[config.mk]
export PLATFORM = sky130hd
export DESIGN_NAME = pipe_stage_fifo
export DESIGN_NICKNAME = d
export VERILOG_FILES = /design/src/rtl/pipe_stage_fifo.sv
export SDC_FILE = /design/constraint.sdc
export NUM_CORES = 1
export LEC_CHECK = 0
export CAP_MARGIN = 20
export CORE_ASPECT_RATIO = 1.2
export CORE_MARGIN = 1
export CORE_UTILIZATION = 45
export DETAILED_ROUTE_END_ITERATION = 7
export PLACE_DENSITY = 0.76
export SYNTH_ARGS = -nofsm -noshare
export SYNTH_HDL_FRONTEND = slang
export SYNTH_SLANG_ARGS = --single-unit
[constraint.sdc]
create_clock -name clk -period 2.08 [get_ports clk]
set_input_delay 0.624 -clock clk [delete_from_list [all_inputs] [get_ports clk]]
set_output_delay 0.624 -clock clk [all_outputs]
set_load 0.1 [all_outputs]
[src/rtl/pipe_stage_fifo.sv]
// pipe_stage_fifo: one pipeline stage buffer. It holds DEPTH records of
// DATA_W bits in a circular FIFO and uses a valid/ready handshake on both
// sides. The hazard unit also drives two controls:
// - stall blocks both push and pop.
// - flush discards every entry.
// With DEPTH=1 and READY_REG=0 the block acts as a classic stall/flush
// stage register.
//
// Ports:
//   clk        rising-edge clock
//   reset      synchronous, active-high; clears pointers, count and storage
//   in_valid   producer has a record
//   in_data    producer record
//   in_ready   stage accepts a record this cycle
//   out_valid  head entry is valid
//   out_data   head entry
//   out_ready  consumer accepts the head this cycle
//   stall      hazard stall; no push and no pop while asserted
//   flush      hazard flush; empties the buffer and drops a same-cycle push
//   count      registered occupancy, 0..DEPTH
module pipe_stage_fifo #(
    parameter int unsigned DATA_W    = 32,
    parameter int unsigned DEPTH     = 2,
    parameter int unsigned READY_REG = 0,
    parameter int unsigned CNT_W     = $clog2(DEPTH + 1)
) (
    input  logic              clk,
    input  logic              reset,
    input  logic              in_valid,
    input  logic [DATA_W-1:0] in_data,
    output logic              in_ready,
    output logic              out_valid,
    output logic [DATA_W-1:0] out_data,
    input  logic              out_ready,
    input  logic              stall,
    input  logic              flush,
    output logic [CNT_W-1:0]  count
);

    localparam int unsigned PTR_W = (DEPTH > 1) ? $clog2(DEPTH) : 1;
    // Storage is rounded up to a power of two so that any pointer value
    // indexes a real entry. Only the first DEPTH entries are ever used.
    localparam int unsigned MEM_N = 1 << PTR_W;

    logic [DATA_W-1:0] mem [MEM_N];
    logic [PTR_W-1:0]  rd_ptr;
    logic [PTR_W-1:0]  wr_ptr;
    logic              full;
    logic              push;
    logic              pop;

    // Advance a pointer and wrap it at DEPTH-1. DEPTH need not be a power of two.
    function automatic logic [PTR_W-1:0] ptr_next(input logic [PTR_W-1:0] p);
        return (p == PTR_W'(DEPTH - 1)) ? '0 : p + PTR_W'(1);
    endfunction

    assign full      = (count == CNT_W'(DEPTH));
    assign out_valid = (count != '0);
    assign out_data  = mem[rd_ptr];
    assign pop       = out_valid & out_ready & ~stall;
    assign push      = in_valid & in_ready;

    // Ready logic. With READY_REG=0 a full buffer still accepts a record
    // when the head leaves in the same cycle.
    always_comb begin
        in_ready = 1'b0;
        if (!stall) begin
            if (READY_REG != 0) begin
                in_ready = ~full;
            end else begin
                in_ready = ~full | out_ready;
            end
        end
    end

    // State update. Priority order: reset, then flush, then push/pop.
    always_ff @(posedge clk) begin
        if (reset) begin
            rd_ptr <= '0;
            wr_ptr <= '0;
            count  <= '0;
            for (int i = 0; i < int'(MEM_N); i++) begin
                mem[i] <= '0;
            end
        end else if (flush) begin
            rd_ptr <= '0;
            wr_ptr <= '0;
            count  <= '0;
        end else begin
            if (push) begin
                mem[wr_ptr] <= in_data;
                wr_ptr      <= ptr_next(wr_ptr);
            end
            if (pop) begin
                rd_ptr <= ptr_next(rd_ptr);
            end
            case ({push, pop})
                2'b10:   count <= count + CNT_W'(1);
                2'b01:   count <= count - CNT_W'(1);
                default: count <= count;
            endcase
        end
    end

endmodule
# Word level (Yosys, flattened, before mapping)
# Memory sizes are Yosys's and may differ from the RTL's. A register that Yosys moved wholly into a read port is not among the register bits.
# Cells that the tools add are included.
# word_totals
reg_bits	4
latch_bits	0
ram_bits	64
romBits	0
out_inout_bits	36
n_memories	1
# memory_table
name	words	width	read_ports	rd_ports_with_merged_regs	write_ports	line	text
mem	2	32	1	1	2	45	logic [DATA_W-1:0] mem [MEM_N];
# classes
add_sub_neg	4
multipliers	0
div_mod_pow	0
order_cmp	0
eq_ne	3
n_shift	0
muxes	15
n_bitwise	6
n_reduce_logical	4
# op_table
cell	n
$mux 32	1
$reduce_or 32->1	1
$mux 1	13
$eq 2x2->1 const B	2
$pmux 2 s2	1
$reduce_bool 2->1	2
$and 1x1->1	3
$add 1x1->1 const B	2
$add 2x1->2 const B	1
$eq 2x1->1 const B	1
$not 1->1	2
$reduce_or 2->1	1
$sub 2x1->2 const B	1
$or 1x1->1	1

# Depth between registers and ports, before layout
# depth
ltp_word	11
mapped_depth	7
mapped_depth_nobuf	7

# Worst setup path after synthesis
# Ideal clock, no wire load.
# synth_path
path_kind	register -> output
start	reg count[0]
end	out in_ready
t_arrival_ps	2524
slack_ps	-1068
path_stages_with_launch	3
cell_sequence	dfxtp_1 > nor3b_4 > nor2_1
# synth_between
elab_chain_cells	4
# synth_rtl
item	line	text
from (decl)	37	output logic [CNT_W-1:0] count
from (signal assigned)	98	2'b10: count <= count + CNT_W'(1);
from (signal assigned)	99	2'b01: count <= count - CNT_W'(1);
from (signal assigned)	100	default: count <= count;
$eq 2x2->1	57	assign full = (count == CNT_W'(DEPTH));
$not 1->1	71	in_ready = ~full | out_ready;
$or 1x1->1	71	
$mux 1	67	if (!stall) begin
to (decl)	31	output logic in_ready,
# Every way passes these cells.

==> impl_metrics.env <==
export IMPL_outcome="finished with violations"
export IMPL_violations="setup timing"
export IMPL_cp_num_buf_inv=2
export IMPL_routedWlPerCell_um=16.1
export IMPL_worstPathArrival_ps=1480
export IMPL_min_path_type="register to register"
export IMPL_met1_usage_pct=19.1
export IMPL_clock_latency_ps=330
export IMPL_seq_area_frac_synth_pct=65.5
export IMPL_grt_start_max_net_pins=28
export IMPL_cts_made_buffers=9
export IMPL_ys_top_cells_by_area="edfxtp_1 62%, and2_1 13%, mux2_2 11%"
export IMPL_pwr_share_clk_pct=32.0
export IMPL_top_usage_layer="met2"
export IMPL_clock_sinks=69
export IMPL_antenna_found_initial=0
export IMPL_synthTopCellsByCount="64 x edfxtp_1, 63 x and2_1, 30 x mux2_2"
export IMPL_clk_pin_slew_ps=70
export IMPL_skew_ps=8.70
export IMPL_coreArea_mm2=0.00653
export IMPL_ys_ff_latch=69
export IMPL_worst_setup_path_start_kind="register"
export IMPL_max_freq_mhz=475
export IMPL_p_comb_share_pct=19.0
export IMPL_cts_tree="yes"
export IMPL_antennaDiodeCount=0
export IMPL_syn_avg_cell_area_um2=15.0
export IMPL_hold_depth=2
export IMPL_timing_final_ws_setup_ps=-23.1
export IMPL_ys_warn_count=0
export IMPL_die_h_um=92.8
export IMPL_place_hpwl_mm=4.13
export IMPL_io_pins=74
export IMPL_netSwitchingFraction_pct=26.5
export IMPL_netlist_area_mm2=0.00309
export IMPL_nFillCells=390
export IMPL_drt_iter0_markers=101
export IMPL_setup_viol=16
export IMPL_ys_flop_type="edfxtp_1"
export IMPL_root_buffer="clkbuf_8"
export IMPL_fin_tns_setup_ps=-215
export IMPL_p_leak_nw=1.88
export IMPL_place_congestion=0.857
export IMPL_hold_violations=0
export IMPL_critical_path_cell_chain="buf_12, mux2_2, buf_12"
export IMPL_grt_use_met3_pct=4.43
export IMPL_crit_slowest_cell="dfxtp_4"
export IMPL_dp_cells=371
export IMPL_timing_rr_end="mem[1][4]"
export IMPL_nets=341
export IMPL_grt_pass1_wl_mm=9.59
export IMPL_antenna_left=0
export IMPL_critPathTopFamily="flip-flops"
export IMPL_power_mw=3.22
export IMPL_critical_path_class="register to output pin"
export IMPL_wl_mm=6.33
export IMPL_min_delay_start="rd_ptr"
export IMPL_drcViolationCount=0
export IMPL_synth_edf_count=64
export IMPL_rows=32
export IMPL_cts_path_max_buffers=2
export IMPL_grt_pass1_vias=2009
export IMPL_die_area_mm2=0.00720
export IMPL_die_x_um=77.6
export IMPL_htree_num_levels=3
export IMPL_crit_path_max_fanout=8
export IMPL_drive_above_1_share_pct=37.5
export IMPL_period_share_pct=101
export IMPL_p_switching_uw=856
export IMPL_slew_violations=0
export IMPL_drv_cap=0
export IMPL_syn_num_nets=245
export IMPL_reg2reg_from="count[1]"
export IMPL_rsz0062_at_grt="yes"
export IMPL_io_buffers=73
export IMPL_firstDrtPassIters=4
export IMPL_synthCells=206
export IMPL_ys_types=25
export IMPL_p_int_mw=2.37
export IMPL_powerDensity_mw_per_mm2=671
export IMPL_yosysMostFrequentCell="edfxtp_1"
export IMPL_relSlewSlack_pct=72.8
export IMPL_r2r_cells=7
export IMPL_synth_top_cell_by_area="edfxtp_1"
export IMPL_layout_cells_non_filler=392
export IMPL_crit_path_max_incr_delay_ps=440
export IMPL_num_vias=1893
export IMPL_synth_top_area_share_pct=62.2
export IMPL_seqPwrFrac_pct=49.0
export IMPL_end_kind="output pin"
export IMPL_tightest_slew_ps=409
export IMPL_rrSetupSlack_ps=200
export IMPL_initial_core_util_pct=47.3
export IMPL_cp_required_ps=1460
export IMPL_overflow=0
export IMPL_cp_common_cell="buf_12"
export IMPL_vdd_drop_max_mv=0.356
export IMPL_area_growth_pct=55.5
export IMPL_vias_per_cell=4.83
export IMPL_fin_crit_ps=2100
export IMPL_async_reset_ff_share_pct=0
export IMPL_grt_total_usage_pct=18.3
export IMPL_grt_use_met2_pct=34.1
-- worst register-to-register path, delay by kind of cell (launching register included) --
kind | cells | cell delay (ps)
and+or+nand+nor | 2 | 410
buffers and inverters | 4 | 570
DFF | 1 | 370
AOI/OAI and AO/OA | 1 | 230
-- metrics by stage --
stage / area [um2] / hold WS, ps / utilization (%) / worst slack (ps)
after floorplan: 3110 / 480 / - / 47.3
after global placement: 4440 / 479 / 68.0 / -205
after detailed placement: 4440 / 492 / 68.0 / -242
after CTS: 4660 / 503 / 71.5 / -34.5
after global routing: 4800 / 575 / 73.6 / -56.9
final: 4800 / 499 / 73.6 / -23.1
-- how the worst max path moves through the flow --
stage                              end  slack (ps)  cells past startpoint
after floorplan           out_data[20]          50                      3
after global placement       mem[0][6]        -200                      6
after detailed placement    mem[0][13]        -240                      6
after CTS                 out_data[25]         -30                      3
after global routing      out_data[28]         -60                      3
final                     out_data[28]         -20                      3
-- power groups by stage --
stage / clock, mW / sequential [mW] / combinational, mW
6_report: 1.03 / 1.58 / 0.612
5_1_grt: 1.11 / 1.59 / 0.633
4_1_cts: 1.05 / 1.58 / 0.603
3_5_place_dp: 0 / 1.61 / 0.601
2_1_floorplan: 0 / 1.61 / 0.312
3_3_place_gp: 0 / 1.61 / 0.596
-- layer usage --
layer	wire [um]	vias to the layer above
li1	-	924
met1	2440	909
met2	3580	54
met3	234	6
met4	66	0
met5	0	-
-- cell type report --
cell class              count  area [um2]  share of cell area (%)
well taps                  85         106                    2.21
repair buffers             96        1400                    29.2
clock inverters             7        65.1                    1.35
inverters                   3        15.0                   0.312
multi-input cells         123        1060                    22.1
flip-flops and latches     69        2030                    42.3
clock buffers               9         124                    2.58
-- registers in the layout, summed over array words and instances, names as in the netlist, named ones only --
name	cells
mem	64
count	2
rd_ptr	1
wr_ptr	1
-- cells in the final DEF (no fill, tap or decap), types with 2 or more instances in the layout --
| master | n |
|---|---|
| mux2_4 | 22 |
| edfxtp_1 | 64 |
| clkinv_1 | 3 |
| o21ai_0 | 2 |
| buf_4 | 13 |
| a21o_2 | 2 |
| mux2_2 | 10 |
| clkinvlp_4 | 3 |
| nor4_4 | 2 |
| dfxtp_1 | 2 |
| dlygate4sd2_1 | 2 |
| clkbuf_8 | 9 |
| nor2_1 | 4 |
| clkbuf_16 | 2 |
| and2_1 | 63 |
| buf_12 | 43 |
| or3_1 | 2 |
| clkdlybuf4s50_1 | 35 |
| a21oi_1 | 3 |
| nand2b_1 | 2 |
| inv_1 | 2 |
| dfxtp_4 | 2 |
-- what timing repair did --
action	CTS	global route
cloned	1	2
endpoints found under the setup margin	34	33
pin swaps	1	1
buffers inserted	1	1
hold buffers	0	0
resized for setup	7	22
-- kinds of logic (layout without fill, tap and decap cells) --
logic type	Yosys count	count (layout)	share of synthesized area (%)
adders and majority gates	1	1	0.405
AOI/OAI and AO/OA	8	8	1.54
xor gates and xnor gates	2	2	0.567
DFF	69	69	65.5
and+or+nand+nor	80	80	17.1
muxes	32	32	11.7
buffers and inverters	14	115	3.32
(Power assumes the default switching activity.)
==> patch 1: new RTL, config.mk and constraints unchanged <==
Set the parameter `DATA_W` to 64 (it was 32).
--- a/src/rtl/pipe_stage_fifo.sv
+++ b/src/rtl/pipe_stage_fifo.sv
@@ -19,7 +19,7 @@
 //   flush      hazard flush; empties the buffer and drops a same-cycle push
 //   count      registered occupancy, 0..DEPTH
 module pipe_stage_fifo #(
-    parameter int unsigned DATA_W    = 32,
+    parameter int unsigned DATA_W    = 64,
     parameter int unsigned DEPTH     = 2,
     parameter int unsigned READY_REG = 0,
     parameter int unsigned CNT_W     = $clog2(DEPTH + 1)
Ports: changed (resized in_data and out_data); port bits go from 74 to 138. The function was not compared with the original's and may differ.
==> patch 1 against the original RTL <==
  * The flow still finishes with violations (negative setup slack)
  * Clock power rose to 3.1 times the old value
  * Via count up 85%
  * Sequential share of layout area up 1.5 points
  * Setup slack worse by 0.11 ns
  * Combinational power up 83%
  * Routed wire length up 98%
  * Synthesized area up 89%
  * Design area up 88%
  * Total power up 130%
  * Sequential cell count up 64
==> patch 1: results (changes against the original RTL) <==
Synthesis
  – Sequential fraction of the synthesis area: 67.60% (+2.1 points)
  – Cell types occupying the most area after synthesis: edfxtp_1 (66%), mux2_2 (12%), and2_1 (10%)
  – Yosys cell types: 28 (+12%)

CTS
  – H-tree levels: 4 (+1)

Finish
  – Fin nets: 606 (+78%)
  – Share of layout cells above drive strength 1: 42.52% (+5.1 points)
  – # fillers: 833 (+110%)

Run status
  – Status: finished, violations left
  – Failing checks: negative setup slack

Global route
  – Vias in the first global route: 3715 (+85%)
  – Wire length of the first global-routing pass: 18710 um (+95%)
  – Gr usage total: 18.81% (+0.55 points)

Route
  – Routed length on met2: 6889 um (+92%)
  – First-iteration detailed-routing DRC count: 183 (+81%)
  – Met3 wire length: 628 um (+170%)
  – Wire per inst: 17.61 um (+9.2%)

Placed design
  – Routability cong.: 0.7135 (-17%)
  – Dpl hpwl: 8058 um (+95%)

STA
  – Final Setup Violations: 64 (+48)
  – Rel. slew slack: 78.09% (+5.3 points)
  – Clk_skew: 0.006197 ns (-0.002506 ns)
  – Min setup slack post-route: -0.1294 ns (-0.1063 ns)

Critical path
  – Critical path arrival: 1.59 ns (+0.11 ns)

Power
  – Lkg Pwr: 0.003560 uW (+90%)
  – Max IR drop VDD: 0.4788 mV (+35%)
## patch 1: final cells by class
type	count	area, sq um	area share (%)
Multi-Input combinational cell	219	1849	20.45
Tap cell	164	205.2	2.269
Timing Repair Buffer	162	2385	26.37
Clock buffer	20	466.7	5.160
Sequential cell	133	3955	43.73
Inverter	2	7.507	0.08300
Clock inverter	12	176.4	1.950
## patch 1: report_power, final
group | switching (uW) | internal (uW)
combinational | 664 | 457
clock | 1070 | 2100
sequential | 27.9 | 3030
total | 1770 | 5590
## patch 1: kinds of logic after synthesis
family,share of synthesized area [%]
compound gates,0.8148
xor+xnor,0.3003
fa+ha+maj,0.2144
buf+inv,2.209
flops,67.60
mux,12.35
simple gates,16.51
## patch 1: through the flow
stage                     worst slack (ns)  util, %  area (sq um)
after floorplan                   -0.02649        -          5879
after global placement             -0.3114    65.42          8288
after detailed placement           -0.3805    65.42          8288
after CTS                          -0.1547    70.72          8959
after global routing               -0.1855    71.40          9045
final                              -0.1294    71.40          9045
## patch 1: what timing repair did
item	in CTS	in global routing
cloned	0	2
setup buffers	1	2
pin swaps	1	2
endpoints found under the setup margin	65	88
hold endpoints to repair	0	0
gates resized for setup	7	13
## patch 1: worst max-delay path, stage by stage (launching register included)
cell	delay, ns
dfxtp_4	0.37
buf_12	0.22
mux2_2	0.40
buf_12	0.17
## patch 1: worst paths after layout
path                 start           end
setup reg to reg  count[1]    mem[0][13]
hold reg to reg     rd_ptr        rd_ptr
setup / recovery      flop  out_data[12]
hold / removal      rd_ptr        rd_ptr
## patch 1: metal layers
| metal | track usage (%) | vias up |
|---|---|---|
| li1 | - | 1658 |
| met1 | 21.24 | 1705 |
| met2 | 34.76 | 117 |
| met3 | 4.522 | 16 |
| met4 | 5.964 | 0 |
| met5 | 0 | - |
==> patch 2: new RTL, config.mk and constraints unchanged <==
Made on the original files. Reset style: asynchronous (`reset`), changed in one clocked block.
--- a/src/rtl/pipe_stage_fifo.sv
+++ b/src/rtl/pipe_stage_fifo.sv
@@ -74,7 +74,7 @@
     end
 
     // State update. Priority order: reset, then flush, then push/pop.
-    always_ff @(posedge clk) begin
+    always_ff @(posedge clk or posedge reset) begin
         if (reset) begin
             rd_ptr <= '0;
             wr_ptr <= '0;
Check against the original RTL: differs if reset is asserted again (counterexample within 4 cycles, from zero or initial values and one cycle with reset high); with reset held inactive, the same outputs for 4 cycles.
==> patch 2 against the original RTL <==
  * The run still ends with negative setup slack left
  * Global-route usage increased by 1.1 points
  * Synthesized area increased by 2.1%
  * Count of clock-buffer cells in the layout increased by 4
  * Register-to-register slack got worse by 0.09 ns
  * Sequential share of layout area decreased by 7.1 points
  * Critical path type unchanged
  * Design area rose by 0.99%
  * Synthesized cell count fell by 1.9%
  * Critical path depth is the same
  * First-iteration DRC count shrank 9.9%
  * Sequential cell count fell by 1
  * Routed wire length grew 4.5%
  * Setup slack worse by 0.0096 ns
Power is not compared: it rests on default switching activity, and its combinational part moved more than twofold at a synthesized area within 25%.
==> patch 2: results (changes against the original RTL) <==
Run status
  – Status: finished, violations left
  – Failing checks: negative setup slack

Synthesis
  – Synth top cells by count: dfrtp_1 (68), mux2_2 (66), mux2_4 (29), clkbuf_1 (5), nor2_1 (5)
  – Cell types occupying the most area after synthesis: dfrtp_1 (54%), mux2_2 (24%), mux2_4 (14%)
  – FFs w/ async S/R, synth: 100.0% (+100 points)
  – Mean post-synth cell area: 15.62 sq um (+4.2%)
  – Sequential fraction of the synthesis area: 53.93% (-12 points)
  – Syn Nets: 240 (-2.0%)

STA
  – Clk_skew: 0.007898 ns (-0.0008051 ns)
  – WHS: 0.4977 ns (-0.0009770 ns)
  – Min setup slack post-route: -0.03261 ns (-0.009552 ns)
  – Worst slew pin tran: 0.3532 ns (-0.05533 ns)
  – Final Setup Violations: 3 (-13)

Placed design
  – DP Worst Slack: -0.4411 ns (-0.1993 ns)
  – Routability cong.: 0.7365 (-14%)
  – Dpl hpwl: 4062 um (-1.6%)
  – Cell Area, Placed: 4407 sq um (-0.70%)

Route
  – First-iteration detailed-routing DRC count: 91 (-9.9%)
  – Wire per inst: 17.26 um (+7.0%)
  – Final wirelength: 6611 um (+4.5%)
  – Vias: 1964 (+3.8%)

Finish
  – # fillers: 461 (+18%)
  – Fin nets: 329 (-3.5%)
  – Share of layout cells above drive strength 1: 58.78% (+21 points)

Critical path
  – R2R Setup Slk: 0.11 ns (-0.09 ns)
  – CP max stage delay: 0.41 ns (-0.03 ns)
  – Slowest cell on crit path: dfrtp_2
  – R2R Path Start: count[1]
  – Crit-path max FO: 19 (+11)

Global route
  – Met3 Resource Use GR: 3.301% (-1.1 points)
  – Wire length of the first global-routing pass: 10580 um (+10%)
  – Met2 GRT Util: 32.60% (-1.5 points)
  – Pin count of the biggest net entering global routing: 69 (+150%)
  – GR Util met1: 23.36% (+4.3 points)
  – Gr usage total: 19.38% (+1.1 points)

CTS
  – Clk slew on worst S/H paths: 0.07 ns (about the same)

Hold path
  – Min-delay src: mem[24]
==> patch 2: cell families after synthesis <==
| kind of cell | synth area share [%] |
|---|---|
| xor+xnor | 0.2776 |
| simple gates | 3.251 |
| buf+inv | 3.569 |
| mux | 37.71 |
| flops | 53.93 |
| compound gates | 1.269 |
==> patch 2: layout make-up <==
cell class | count | area, sq um | share of cell area (%)
flip-flops and latches | 68 | 1708 | 35.20
multi-input cells | 120 | 1478 | 30.45
repair buffers | 90 | 1306 | 26.92
clock buffers | 13 | 168.9 | 3.481
well taps | 87 | 108.9 | 2.243
clock inverters | 3 | 67.56 | 1.392
inverters | 2 | 15.01 | 0.3094
==> patch 2: timing repair <==
action / in CTS / in global routing
pin swaps: 1 / 3
endpoints found under the setup margin: 66 / 56
gates resized for setup: 21 / 26
gates cloned: 1 / 0
buffers inserted: 1 / 2
endpoints found under the hold margin: 0 / 0
==> patch 2: per-layer routing <==
metal  vias to the layer above  wire (um)
li1                        897          -
met1                      1013       2794
met2                        42       3460
met3                        12        200
met4                         0        156
met5                         -          0
==> patch 2: worst paths after layout <==
path / endpoint / depth (start not counted)
worst min register to register: mem[24] / 1
worst max-delay path: out_data[9] / 3
worst max register to register: mem[38] / 5
max in group asynchronous: count[1] / 3
worst min-delay path: mem[24] / 1
min in group asynchronous: mem[41] / 3
==> patch 2: power by group through the flow <==
stage | logic, uW | registers [uW] | clock network, uW
floorplan | 1780 | 1770 | 0
global placement | 2620 | 1790 | 0
detailed placement | 2650 | 1800 | 0
CTS | 2710 | 1790 | 1280
global route | 2830 | 1840 | 1340
finish | 2740 | 1810 | 1250
